===== config.mk =====
export PLATFORM = sky130hd
export DESIGN_NAME = pipeline_hazard_sequencer
export DESIGN_NICKNAME = d
export VERILOG_FILES = /design/src/rtl/core_ctrl_pkg.sv /design/src/rtl/load_use_detect.sv /design/src/rtl/pipeline_hazard_sequencer.sv
export SDC_FILE = /design/constraint.sdc
export NUM_CORES = 1
export LEC_CHECK = 0
export ABC_AREA = 1
export CORE_UTILIZATION = 50
export CTS_BUF_LIST = sky130_fd_sc_hd__clkbuf_4
export DETAILED_ROUTE_END_ITERATION = 7
export PLACE_DENSITY = 0.88
export REMOVE_ABC_BUFFERS = 1
export SYNTH_ARGS = -nofsm -noshare
export SYNTH_HDL_FRONTEND = slang
export SYNTH_SLANG_ARGS = --single-unit

===== constraint.sdc =====
create_clock -name clk -period 2.85 [get_ports clk]
set_clock_uncertainty 0.15 [all_clocks]
set_input_delay 0.4275 -clock clk [delete_from_list [all_inputs] [get_ports clk]]
set_output_delay 0.4275 -clock clk [all_outputs]
set_load 0.02 [all_outputs]

===== src/rtl/core_ctrl_pkg.sv =====
// rtl/core_ctrl_pkg.sv - shared pipeline control types and constants
package core_ctrl_pkg;

   typedef enum logic [0:0] {
      RUN     = 1'b0,
      MD_WAIT = 1'b1
   } state_t;

   localparam logic [4:0] REG_ZERO = 5'd0;
   localparam int MULDIV_LAT_DEFAULT = 4;

endpackage


===== src/rtl/load_use_detect.sv =====
// rtl/load_use_detect.sv - load-use hazard comparator between ID sources and EX load
module load_use_detect
   import core_ctrl_pkg::*;
(
   input  logic [4:0] id_rs1,
   input  logic [4:0] id_rs2,
   input  logic       id_uses_rs1,
   input  logic       id_uses_rs2,
   input  logic       ex_mem_read,
   input  logic [4:0] ex_rd,
   output logic       load_use
);

   // x0 is never a real dependency since it always reads as zero
   always_comb begin
      load_use = ex_mem_read && (ex_rd != REG_ZERO) &&
                 ((id_uses_rs1 && (id_rs1 == ex_rd)) ||
                  (id_uses_rs2 && (id_rs2 == ex_rd)));
   end

endmodule


===== src/rtl/pipeline_hazard_sequencer.sv =====
// rtl/pipeline_hazard_sequencer.sv - stall/flush controller with mul/div issue and stall counter
module pipeline_hazard_sequencer
   import core_ctrl_pkg::*;
#(
   parameter int MULDIV_LAT = MULDIV_LAT_DEFAULT,
   parameter int CNT_W      = 16
)
(
   input  logic             clk,
   input  logic             reset,
   input  logic [4:0]       ID_rs1,
   input  logic [4:0]       ID_rs2,
   input  logic             ID_uses_rs1,
   input  logic             ID_uses_rs2,
   input  logic             ID_is_muldiv,
   input  logic             EX_MemRead,
   input  logic [4:0]       EX_rd,
   input  logic             EX_branch_taken,
   output logic             PC_write,
   output logic             IF_ID_write,
   output logic             IF_ID_flush,
   output logic             ID_EX_bubble,
   output logic             muldiv_start,
   output logic             muldiv_abort,
   output logic             muldiv_done,
   output logic [CNT_W-1:0] stall_cycles
);

   localparam int MD_W = $clog2(MULDIV_LAT + 1);

   state_t            state_q, state_d;
   logic [MD_W-1:0]   md_cnt_q, md_cnt_d;
   logic [CNT_W-1:0]  stall_cycles_q, stall_cycles_d;
   logic              load_use;

   load_use_detect u_load_use_detect (
      .id_rs1      (ID_rs1),
      .id_rs2      (ID_rs2),
      .id_uses_rs1 (ID_uses_rs1),
      .id_uses_rs2 (ID_uses_rs2),
      .ex_mem_read (EX_MemRead),
      .ex_rd       (EX_rd),
      .load_use    (load_use)
   );

   always_comb begin
      PC_write     = 1'b1;
      IF_ID_write  = 1'b1;
      IF_ID_flush  = 1'b0;
      ID_EX_bubble = 1'b0;
      muldiv_start = 1'b0;
      muldiv_abort = 1'b0;
      muldiv_done  = 1'b0;
      state_d      = state_q;
      md_cnt_d     = md_cnt_q;

      if (reset) begin
         PC_write     = 1'b0;
         IF_ID_write  = 1'b0;
         IF_ID_flush  = 1'b1;
         ID_EX_bubble = 1'b1;
      end else begin
         unique case (state_q)
            RUN: begin
               if (EX_branch_taken) begin
                  IF_ID_flush  = 1'b1;
                  ID_EX_bubble = 1'b1;
               end else if (load_use) begin
                  PC_write     = 1'b0;
                  IF_ID_write  = 1'b0;
                  ID_EX_bubble = 1'b1;
               end else if (ID_is_muldiv) begin
                  muldiv_start = 1'b1;
                  if (MULDIV_LAT == 1) begin
                     muldiv_done = 1'b1;
                  end else begin
                     PC_write     = 1'b0;
                     IF_ID_write  = 1'b0;
                     ID_EX_bubble = 1'b1;
                     md_cnt_d     = MD_W'(MULDIV_LAT - 1);
                     state_d      = MD_WAIT;
                  end
               end
            end
            MD_WAIT: begin
               // An older redirect kills the mul/div that is still sitting in ID
               if (EX_branch_taken) begin
                  muldiv_abort = 1'b1;
                  IF_ID_flush  = 1'b1;
                  ID_EX_bubble = 1'b1;
                  md_cnt_d     = '0;
                  state_d      = RUN;
               end else if (md_cnt_q > MD_W'(1)) begin
                  PC_write     = 1'b0;
                  IF_ID_write  = 1'b0;
                  ID_EX_bubble = 1'b1;
                  md_cnt_d     = md_cnt_q - MD_W'(1);
               end else begin
                  muldiv_done = 1'b1;
                  md_cnt_d    = '0;
                  state_d     = RUN;
               end
            end
            default: state_d = RUN;
         endcase
      end

      stall_cycles_d = stall_cycles_q;
      if (!PC_write && (stall_cycles_q != {CNT_W{1'b1}})) begin
         stall_cycles_d = stall_cycles_q + CNT_W'(1);
      end
   end

   always_ff @(posedge clk) begin
      if (reset) begin
         state_q        <= RUN;
         md_cnt_q       <= '0;
         stall_cycles_q <= '0;
      end else begin
         state_q        <= state_d;
         md_cnt_q       <= md_cnt_d;
         stall_cycles_q <= stall_cycles_d;
      end
   end

   assign stall_cycles = stall_cycles_q;

endmodule


Yosys cells after proc, flatten, opt, wreduce, memory -nomap -nowiden --
Index checks and enable logic that the tools add are counted.
Operators by class: $add $sub $neg 2, multipliers 0, div/mod/pow operators 0, $lt $le $gt $ge 1, equality and inequality tests 6, shift-type cells 0, muxes and demuxes 33, bitwise operators 1, reductions and logical operators 9
Operators with widths (count):
- two-way mux 1 bit | 24
- adder 16 x 1 -> 16 bit (second input constant) | 1
- != test 16 bit (second input constant) | 1
- two-way mux 3 bit | 5
- == test 5 bit | 2
- != test 2 bit (second input constant) | 3
- one-hot mux 1 bit (2 select lines) | 3
- one-hot mux 3 bit (2 select lines) | 1
- logical AND 1 bit | 5
- nonzero test 5 bit | 1
- > comparator 3 x 1 -> 1 bit (second input constant) | 1
- AND reduction 3 bit | 1
- subtractor 3 x 1 -> 3 bit (second input constant) | 1
- logical NOT 1 bit | 1
- logical OR 1 bit | 1
- NOT 1 bit | 1
Storage, ports and cells: register bits after elaboration 20, bits in latches 0, bits in writable memories 0, bits in read-only memories 0, output and inout bits 23, word-level logic and storage cells 55, memories 0

Longest topological paths before layout --
depth in word-level cells 10, gate-level depth with buffers 14, mapped depth without buffers 13

Hierarchy --
Synthesis repeated with hierarchy kept, for this count alone.
Unflattened totals: cells, all modules 250, area total of the unflattened synthesis 1520.2 um2
Modules (own cells, without submodules):
- pipeline_hazard_sequencer | instances 1, cells an instance 196, area an instance 1303.8 um2, seq. area each 400.4 um2
- load_use_detect | instances 1, cells an instance 54, area an instance 216.5 um2, seq. area each 0.0 um2

Worst setup path after synthesis --
No wires, ideal clock.
path kind input to output, start point input EX_rd[1], end point output PC_write, arrival time 1.611 ns, data required time 2.273 ns, slack 0.661 ns, stages 12, buffers on the path 3, cell sequence nor2_1 -> nand3_1 -> o21ai_0 -> inv_1 -> nand2_2 -> nand2_2 -> nand3_2 -> nand2_4 -> buf_12 -> buf_12 -> inv_1 -> buf_4
Between the ends: cells in the longest elaborated chain, start to end 8, elaborated cells between the ends (all ways) 12, classes of those cells 2 x eq/ne; 4 x mux; 6 x reduce/logical
RTL lines:
- from (decl) | RTL line pipeline_hazard_sequencer.sv:17 | input logic [4:0] EX_rd,
- == test 5 bit, on equally long branches | RTL line load_use_detect.sv:17, load_use_detect.sv:18
- logical AND 1 bit, on equally long branches | RTL line load_use_detect.sv:17, load_use_detect.sv:18
- logical OR 1 bit | RTL line load_use_detect.sv:17 | ((id_uses_rs1 && (id_rs1 == ex_rd)) ||
- logical AND 1 bit (*) | RTL line load_use_detect.sv:16 | load_use = ex_mem_read && (ex_rd != REG_ZERO) &&
- two-way mux 1 bit (*) (2 in series)
- one-hot mux 1 bit (2 select lines) (*)
- two-way mux 1 bit (*)
- to (decl) | RTL line pipeline_hazard_sequencer.sv:19 | output logic PC_write,
Mark *: on every way between the ends. The rest lies on a longest branch, timed or not.

Worst setup path in the final report --
start point input EX_rd[1], end point output muldiv_start
Between the ends: cells in the longest elaborated chain, start to end 8, elaborated cells between the ends (all ways) 12, classes of those cells 2 x eq/ne; 4 x mux; 6 x reduce/logical
RTL lines:
- == test 5 bit, on equally long branches | RTL line load_use_detect.sv:17, load_use_detect.sv:18
- logical AND 1 bit, on equally long branches | RTL line load_use_detect.sv:17, load_use_detect.sv:18
- logical OR 1 bit | RTL line load_use_detect.sv:17
- logical AND 1 bit (*) | RTL line load_use_detect.sv:16
- two-way mux 1 bit (*) | RTL line pipeline_hazard_sequencer.sv:68 | end else if (load_use) begin
- two-way mux 1 bit (*) | RTL line pipeline_hazard_sequencer.sv:65 | if (EX_branch_taken) begin
- two-way mux 1 bit (*) | RTL line pipeline_hazard_sequencer.sv:63 | unique case (state_q)
- two-way mux 1 bit (*) | RTL line pipeline_hazard_sequencer.sv:57 | if (reset) begin
- to (decl) | RTL line pipeline_hazard_sequencer.sv:23 | output logic muldiv_start,
Marks and branches as above.

==> metrics.yaml <==
synth_compound_area_share_pct: 9.68
nNetsFinal: 292
grt_pass1_vias: 1366
synth_edf_count: 0
grt_overflow: 0
n_fill_cell: 232
ys_seq_area_share_pct: 26.7
dp_hpwl_mm: 2.45
layout_setup_ws_ns: 0.200
ant_nets: 0
worstHoldPathType: "reg -> reg"
area_growth_pct: 30.4
synth_top_family_by_area: "simple AND/OR/NAND/NOR gates"
cts.sinks: 20
rsz0062_at_grt: "no"
yosys.area_share.adder_pct: 2.50
violations: "design-rule violations"
yosysMostFrequentCell: "nand2_1"
synthFlopType: "dfxtp_1"
cts-root-buf: "clkbuf_4"
die_height_um: 56.8
cts_tree: "done"
max_freq_mhz: 377
drt-initial-drc-count: 62
netlist_area_sq_um: 1500
dpl_cell_area_sq_um: 1930
internal-power_w: 0.000406
netlist.area_leader.share_pct: 26.7
drv_slew: 0
hold_ws_ns: 0.364
setup_viol: 0
synth_seq_cells: 20
finish.instance_area_sq_um: 1950
routedWlPerCell_um: 11.0
diodes: 0
finalCriticalPeriod_ns: 2.65
routabilityCongestion: 0.837
drcViolationCount: 5
cellPowerDensity_nw_per_um2: 296
worstPathArrival_ns: 2.07
grt_pass1_wl_mm: 5.53
synth.avg_cell_area_sq_um: 6.78
synth_common_cells: "nand2_1, dfxtp_1, inv_1, nor2_1, nand3_1"
p_clk_share_pct: 24.2
hold_buffers: 0
yosysWarnings: 0
synth-simple-area-share_pct: 41.4
power.share.switching_pct: 29.7
worstSetupPathType: "in -> out"
htree_levels: 1
start_kind: "primary input"
status: "complete, but fails checks"
drt-total-wl_mm: 3.27
combPwrFrac_pct: 24.9
placed_cells: 293
tightest_slew_ns: 0.325
pwr-share-seq_pct: 50.9
slew_headroom_pct: 78.2
die_w_um: 56.8
die_area_sq_um: 3220
irDropWorstVdd_mv: 0.198
critPathCaptureType: "output port"
syn_inst: 221
crit_required_ns: 2.27
critPathMaxFanout: 4
num_rows: 19
muxShareOfSynthArea_pct: 0
p_leak_nw: 0.834
place_ws_ns: -0.199
port_buffers: 44
cts_max_path_buffers: 2
dr_total_vias: 1506
coreArea_sq_um: 2810
synth_area_leaders: "dfxtp_1, nand2_1, nand3_1, nand3_2, inv_1"
cts.clk_slew.worst_paths_ns: 0.10
synth_area_leader_cell: "dfxtp_1"
final.period_utilization_pct: 93.0
grt_start_max_net_pins: 20
grtUsageTotal_pct: 21.6
drive_gt1_share_pct: 13.9
switching_power_w: 0.000172
hold_violations: 0
drv_cap: 0
cts_buffers: 3
fin_cells: 297
finalSetupTns_ns: 0
antenna_found_initial: 0
routed_via_density: 5.07
drtPass1Iterations: 6
clkLatencyLatePin_ns: 0.31
ys_types: 27
synthXorXnorAreaFrac_pct: 8.18
async_reset_ff_share_pct: 0
io_pins: 45
initial_utilization_pct: 53.4
==> placed cells by master, fill, tap and decap left out, types with 2 or more instances in the layout <==
cell type        Yosys  final
nor2_2               3      3
nand3_1             18     18
inv_1               20     20
nand2_2              3      3
o21ai_0              4      4
dfxtp_1             20     20
xor2_1               7      7
nand2_1             65     65
a21oi_1             11     11
clkbuf_4             0      3
inv_2                4      4
nand3_2              8      8
nand4_1              2      2
nor2_1              20     20
buf_4                3      4
xnor2_1              7      7
nor3_1               4      4
ha_1                 3      3
a21oi_2              7      7
clkdlybuf4s50_1      0     40
nand2_4              3      3
dlymetal6s2s_1       0      3
==> per-stage QoR <==
stage / power [W] / utilization, %
after detailed placement: 0.000445 / 68.6
after global placement: 0.000442 / 68.6
after CTS: 0.000588 / 69.5
after floorplan: 0.000373 / -
after global routing: 0.000611 / 69.7
final: 0.000578 / 69.7
==> power by group through the flow <==
stage	clock network [W]	logic (W)	registers (W)
after floorplan	0	0.0000692	0.000303
after global placement	0	0.000142	0.000300
after detailed placement	0	0.000145	0.000301
after CTS	0.000148	0.000145	0.000294
after global routing	0.000157	0.000158	0.000296
final	0.000140	0.000144	0.000294
==> final timing paths <==
kind | start | endpoint | slack [ns] | cells past startpoint
hold / removal | stall_cycles[15]$_SDFFE_PP0P_ | stall_cycles[15]$_SDFFE_PP0P_ | 0.36 | 2
setup / recovery | EX_rd[1] | muldiv_start | 0.20 | 10
hold reg to reg | stall_cycles[15]$_SDFFE_PP0P_ | stall_cycles[15]$_SDFFE_PP0P_ | 0.36 | 2
setup reg to reg | stall_cycles[0]$_SDFFE_PP0P_ | stall_cycles[11]$_SDFFE_PP0P_ | 0.81 | 9
==> what timing repair did <==
action / CTS / global route
setup buffers: 0 / 0
endpoints found under the setup margin: 1 / 4
gates resized for setup: 1 / 5
==> state kept, by name (all words and copies together) (netlist names) <==
name and flops:
md_cnt_q 3, state_q 1, stall_cycles 16
==> per-layer routing <==
| layer | up-vias | wire length (um) | GRT usage, % |
|---|---|---|---|
| met4 | 0 | 47 | 7.32 |
| met3 | 5 | 149 | 5.07 |
| met1 | 667 | 1550 | 26.0 |
| met2 | 38 | 1530 | 37.4 |
| met5 | - | 0 | 0 |
| li1 | 796 | - | - |
==> logic make-up after synthesis <==
| kind of cell | Yosys count |
|---|---|
| buf+inv | 31 |
| fa+ha+maj | 3 |
| simple gates | 130 |
| flops | 20 |
| xor+xnor | 14 |
| compound gates | 23 |
==> worst max-delay path, stage by stage <==
cell and delay (ns):
clkdlybuf4s50_1 0.48, nor2_1 0.13, nand3_1 0.06, o21ai_0 0.17, inv_1 0.07, nand2_2 0.08, nand3_1 0.10, or2_2 0.33
inv_1 0.07, clkbuf_2 0.16
==> layout make-up <==
cell class | instances | area (sq um) | area share (%)
inverters | 24 | 90.1 | 4.61
multi-input cells | 170 | 926 | 47.4
repair buffers | 48 | 473 | 24.2
flip-flops and latches | 20 | 400 | 20.5
well taps | 31 | 38.8 | 1.98
clock inverters | 1 | 3.75 | 0.192
clock buffers | 3 | 22.5 | 1.15
(Power assumes the default switching activity.)
==> RTL edit: new RTL, same flow settings <==
Change the parameter `CNT_W` from 16 to 32.
--- a/src/rtl/pipeline_hazard_sequencer.sv
+++ b/src/rtl/pipeline_hazard_sequencer.sv
@@ -5,3 +5,3 @@
    parameter int MULDIV_LAT = MULDIV_LAT_DEFAULT,
-   parameter int CNT_W      = 16
+   parameter int CNT_W      = 32
 )
Ports: changed (resized stall_cycles); port bits go from 45 to 61. No check against the original RTL was run, so the function may have changed too.
==> RTL edit against the original RTL <==
Worst hold slack got worse by 0.012 ns; first-iteration DRC count increased to 3.5 times the old value; register-to-register slack worse by 0.57 ns; area after synthesis grew 71%; non-clock buffer count grew 17; critical path depth is 3 higher; setup slack got worse by 0.015 ns; cell area up 65%; routed wire length grew 110%; total power grew 61%; sequential cell count grew 16; synthesized cell count rose by 79%.
==> RTL edit: results (changes against the original RTL) <==
| Metric | Value |
|---|---|
| Clock-pin slew on the worst setup and hold paths | 0.10 ns (about the same) |
| Outcome | finished, final reports clean (was finished with violations) |
| Synth cell count leaders | nand2_1, nand3_1, nor2_1, dfxtp_1, inv_1 (was nand2_1, dfxtp_1, inv_1, nor2_1, nand3_1) |
| Clk buf depth | 2 (unchanged) |
| DRT Pass-1 Iters | 4 (was 6) |
| Layout cells sized above 1 | 9.051% (was 13.91%) |
| Seq/Total Area, Yosys | 28.13% (was 26.71%) |
| PortBufs | 60 (was 44) |
| DRT iter0 DRCs | 214 (was 62) |
| Setup violators final | 0 (unchanged) |
| VDD IR-drop max | 0.0001437 V (was 0.0001981 V) |
| HPWL after DPL | 5.169 mm (was 2.450 mm) |
| Vias per inst | 5.288 (was 5.071) |
| Largest register FFs | 32 (was 16) |
| Worst-Margin Slew | 0.3858 ns (was 0.3248 ns) |
| Pleak | 1.213 nW (was 0.8338 nW) |
| Post-Place Cell Area | 3194 µm² (was 1926 µm²) |
| Arr. time, crit path | 2.09 ns (was 2.07 ns) |
| Fill count | 448 (was 232) |
| Gr usage total | 27.15% (was 21.58%) |
| H-Tree Depth | 2 (was 1) |
| Gpl congestion | 0.8950 (was 0.8371) |
| Hold Startpoint | stall_cycles[31] (was stall_cycles[15]) |
| First-pass GRT wire length | 11.27 mm (was 5.533 mm) |
| Slowest stage delay, CP | 0.50 ns (was 0.48 ns) |
| Cell Int Power | 0.6614 mW (was 0.4062 mW) |
| Largest cells by area after synthesis | dfxtp_1, nand2_1, nand3_1 (unchanged) |
| Slowest CP cell | clkdlybuf4s50_1 (unchanged) |
| Num CTS Buffers | 5 (was 3) |
| Post-Place Setup Slack | -0.1132 ns (was -0.1991 ns) |
| Crit path from | EX_rd[0] (was EX_rd[1]) |
| DRT Wirelength | 6.825 mm (was 3.269 mm) |
| Layout Nets | 478 (was 292) |
| Synth cell types | 29 (was 27) |
| Ys async rst share | 0% (unchanged) |
| Vias in the first global route | 2469 (was 1366) |
| Crit-path max FO | 3 (was 4) |
| Min-delay worst type | reg2reg (unchanged) |
| Clock latency at the later pin of the worst-skew pair | 0.35 ns (was 0.31 ns) |
| RR Startpoint | stall_cycles[0] (unchanged) |
| Initial antenna violation count | 0 (unchanged) |
| Largest net degree at the start of global routing | 35 (was 20) |
==> RTL edit: per-stage QoR <==
stage | std cells | hold slack [ns] | power, mW
after floorplan | 381 | 0.3050 | 0.6048
after global placement | 513 | 0.3226 | 0.6811
after detailed placement | 513 | 0.3372 | 0.6856
after CTS | 520 | 0.3532 | 0.9388
after global routing | 520 | 0.3705 | 0.9761
final | 520 | 0.3511 | 0.9327
==> RTL edit: power by group through the flow <==
stage / Clock, mW / Combinational [mW] / Sequential [mW]
after detailed placement: 0 / 0.156 / 0.530
after global placement: 0 / 0.152 / 0.530
after CTS: 0.266 / 0.154 / 0.519
final: 0.260 / 0.154 / 0.519
after floorplan: 0 / 0.0727 / 0.532
after global routing: 0.285 / 0.172 / 0.520
==> RTL edit: logic make-up after synthesis <==
group | share of synthesized area, %
DFF | 28.12
xor gates and xnor gates | 10.25
AOI/OAI and AO/OA | 9.228
and+or+nand+nor | 42.58
buffers and inverters | 8.350
adders and majority gates | 1.465
==> RTL edit: metal layers <==
layer | wire length, µm | GRT usage, %
met1 | 3156 | 36.67
met2 | 3116 | 42.41
met3 | 386 | 4.801
met4 | 166 | 11.54
met5 | 0 | 0
==> RTL edit: worst min-delay path: stages, from the launching register on <==
cell     delay [ns]
dfxtp_1        0.35
nand2_1        0.07
a21oi_1        0.05
==> RTL edit: final timing paths <==
path / endpoint / slack, ns / depth (start not counted)
worst max-delay path: IF_ID_write / 0.18 / 13
worst min register to register: stall_cycles[31] / 0.35 / 2
worst max register to register: stall_cycles[17] / 0.24 / 11
worst min-delay path: stall_cycles[31] / 0.35 / 2
==> RTL edit: what timing repair did <==
| item | in CTS | in global routing |
|---|---|---|
| resized for setup | 4 | 2 |
| setup endpoints to repair | 4 | 3 |
| setup buffers | 0 | 0 |
==> RTL edit: cell type report <==
type                    instances  area [µm²]  area share (%)
flip-flops and latches         36       720.7           22.31
clock buffers                   5       37.54           1.162
clock inverters                 2       7.507          0.2324
well taps                      67       83.83           2.595
multi-input cells             312        1628           50.39
inverters                      33       123.9           3.834
repair buffers                 65       629.4           19.48
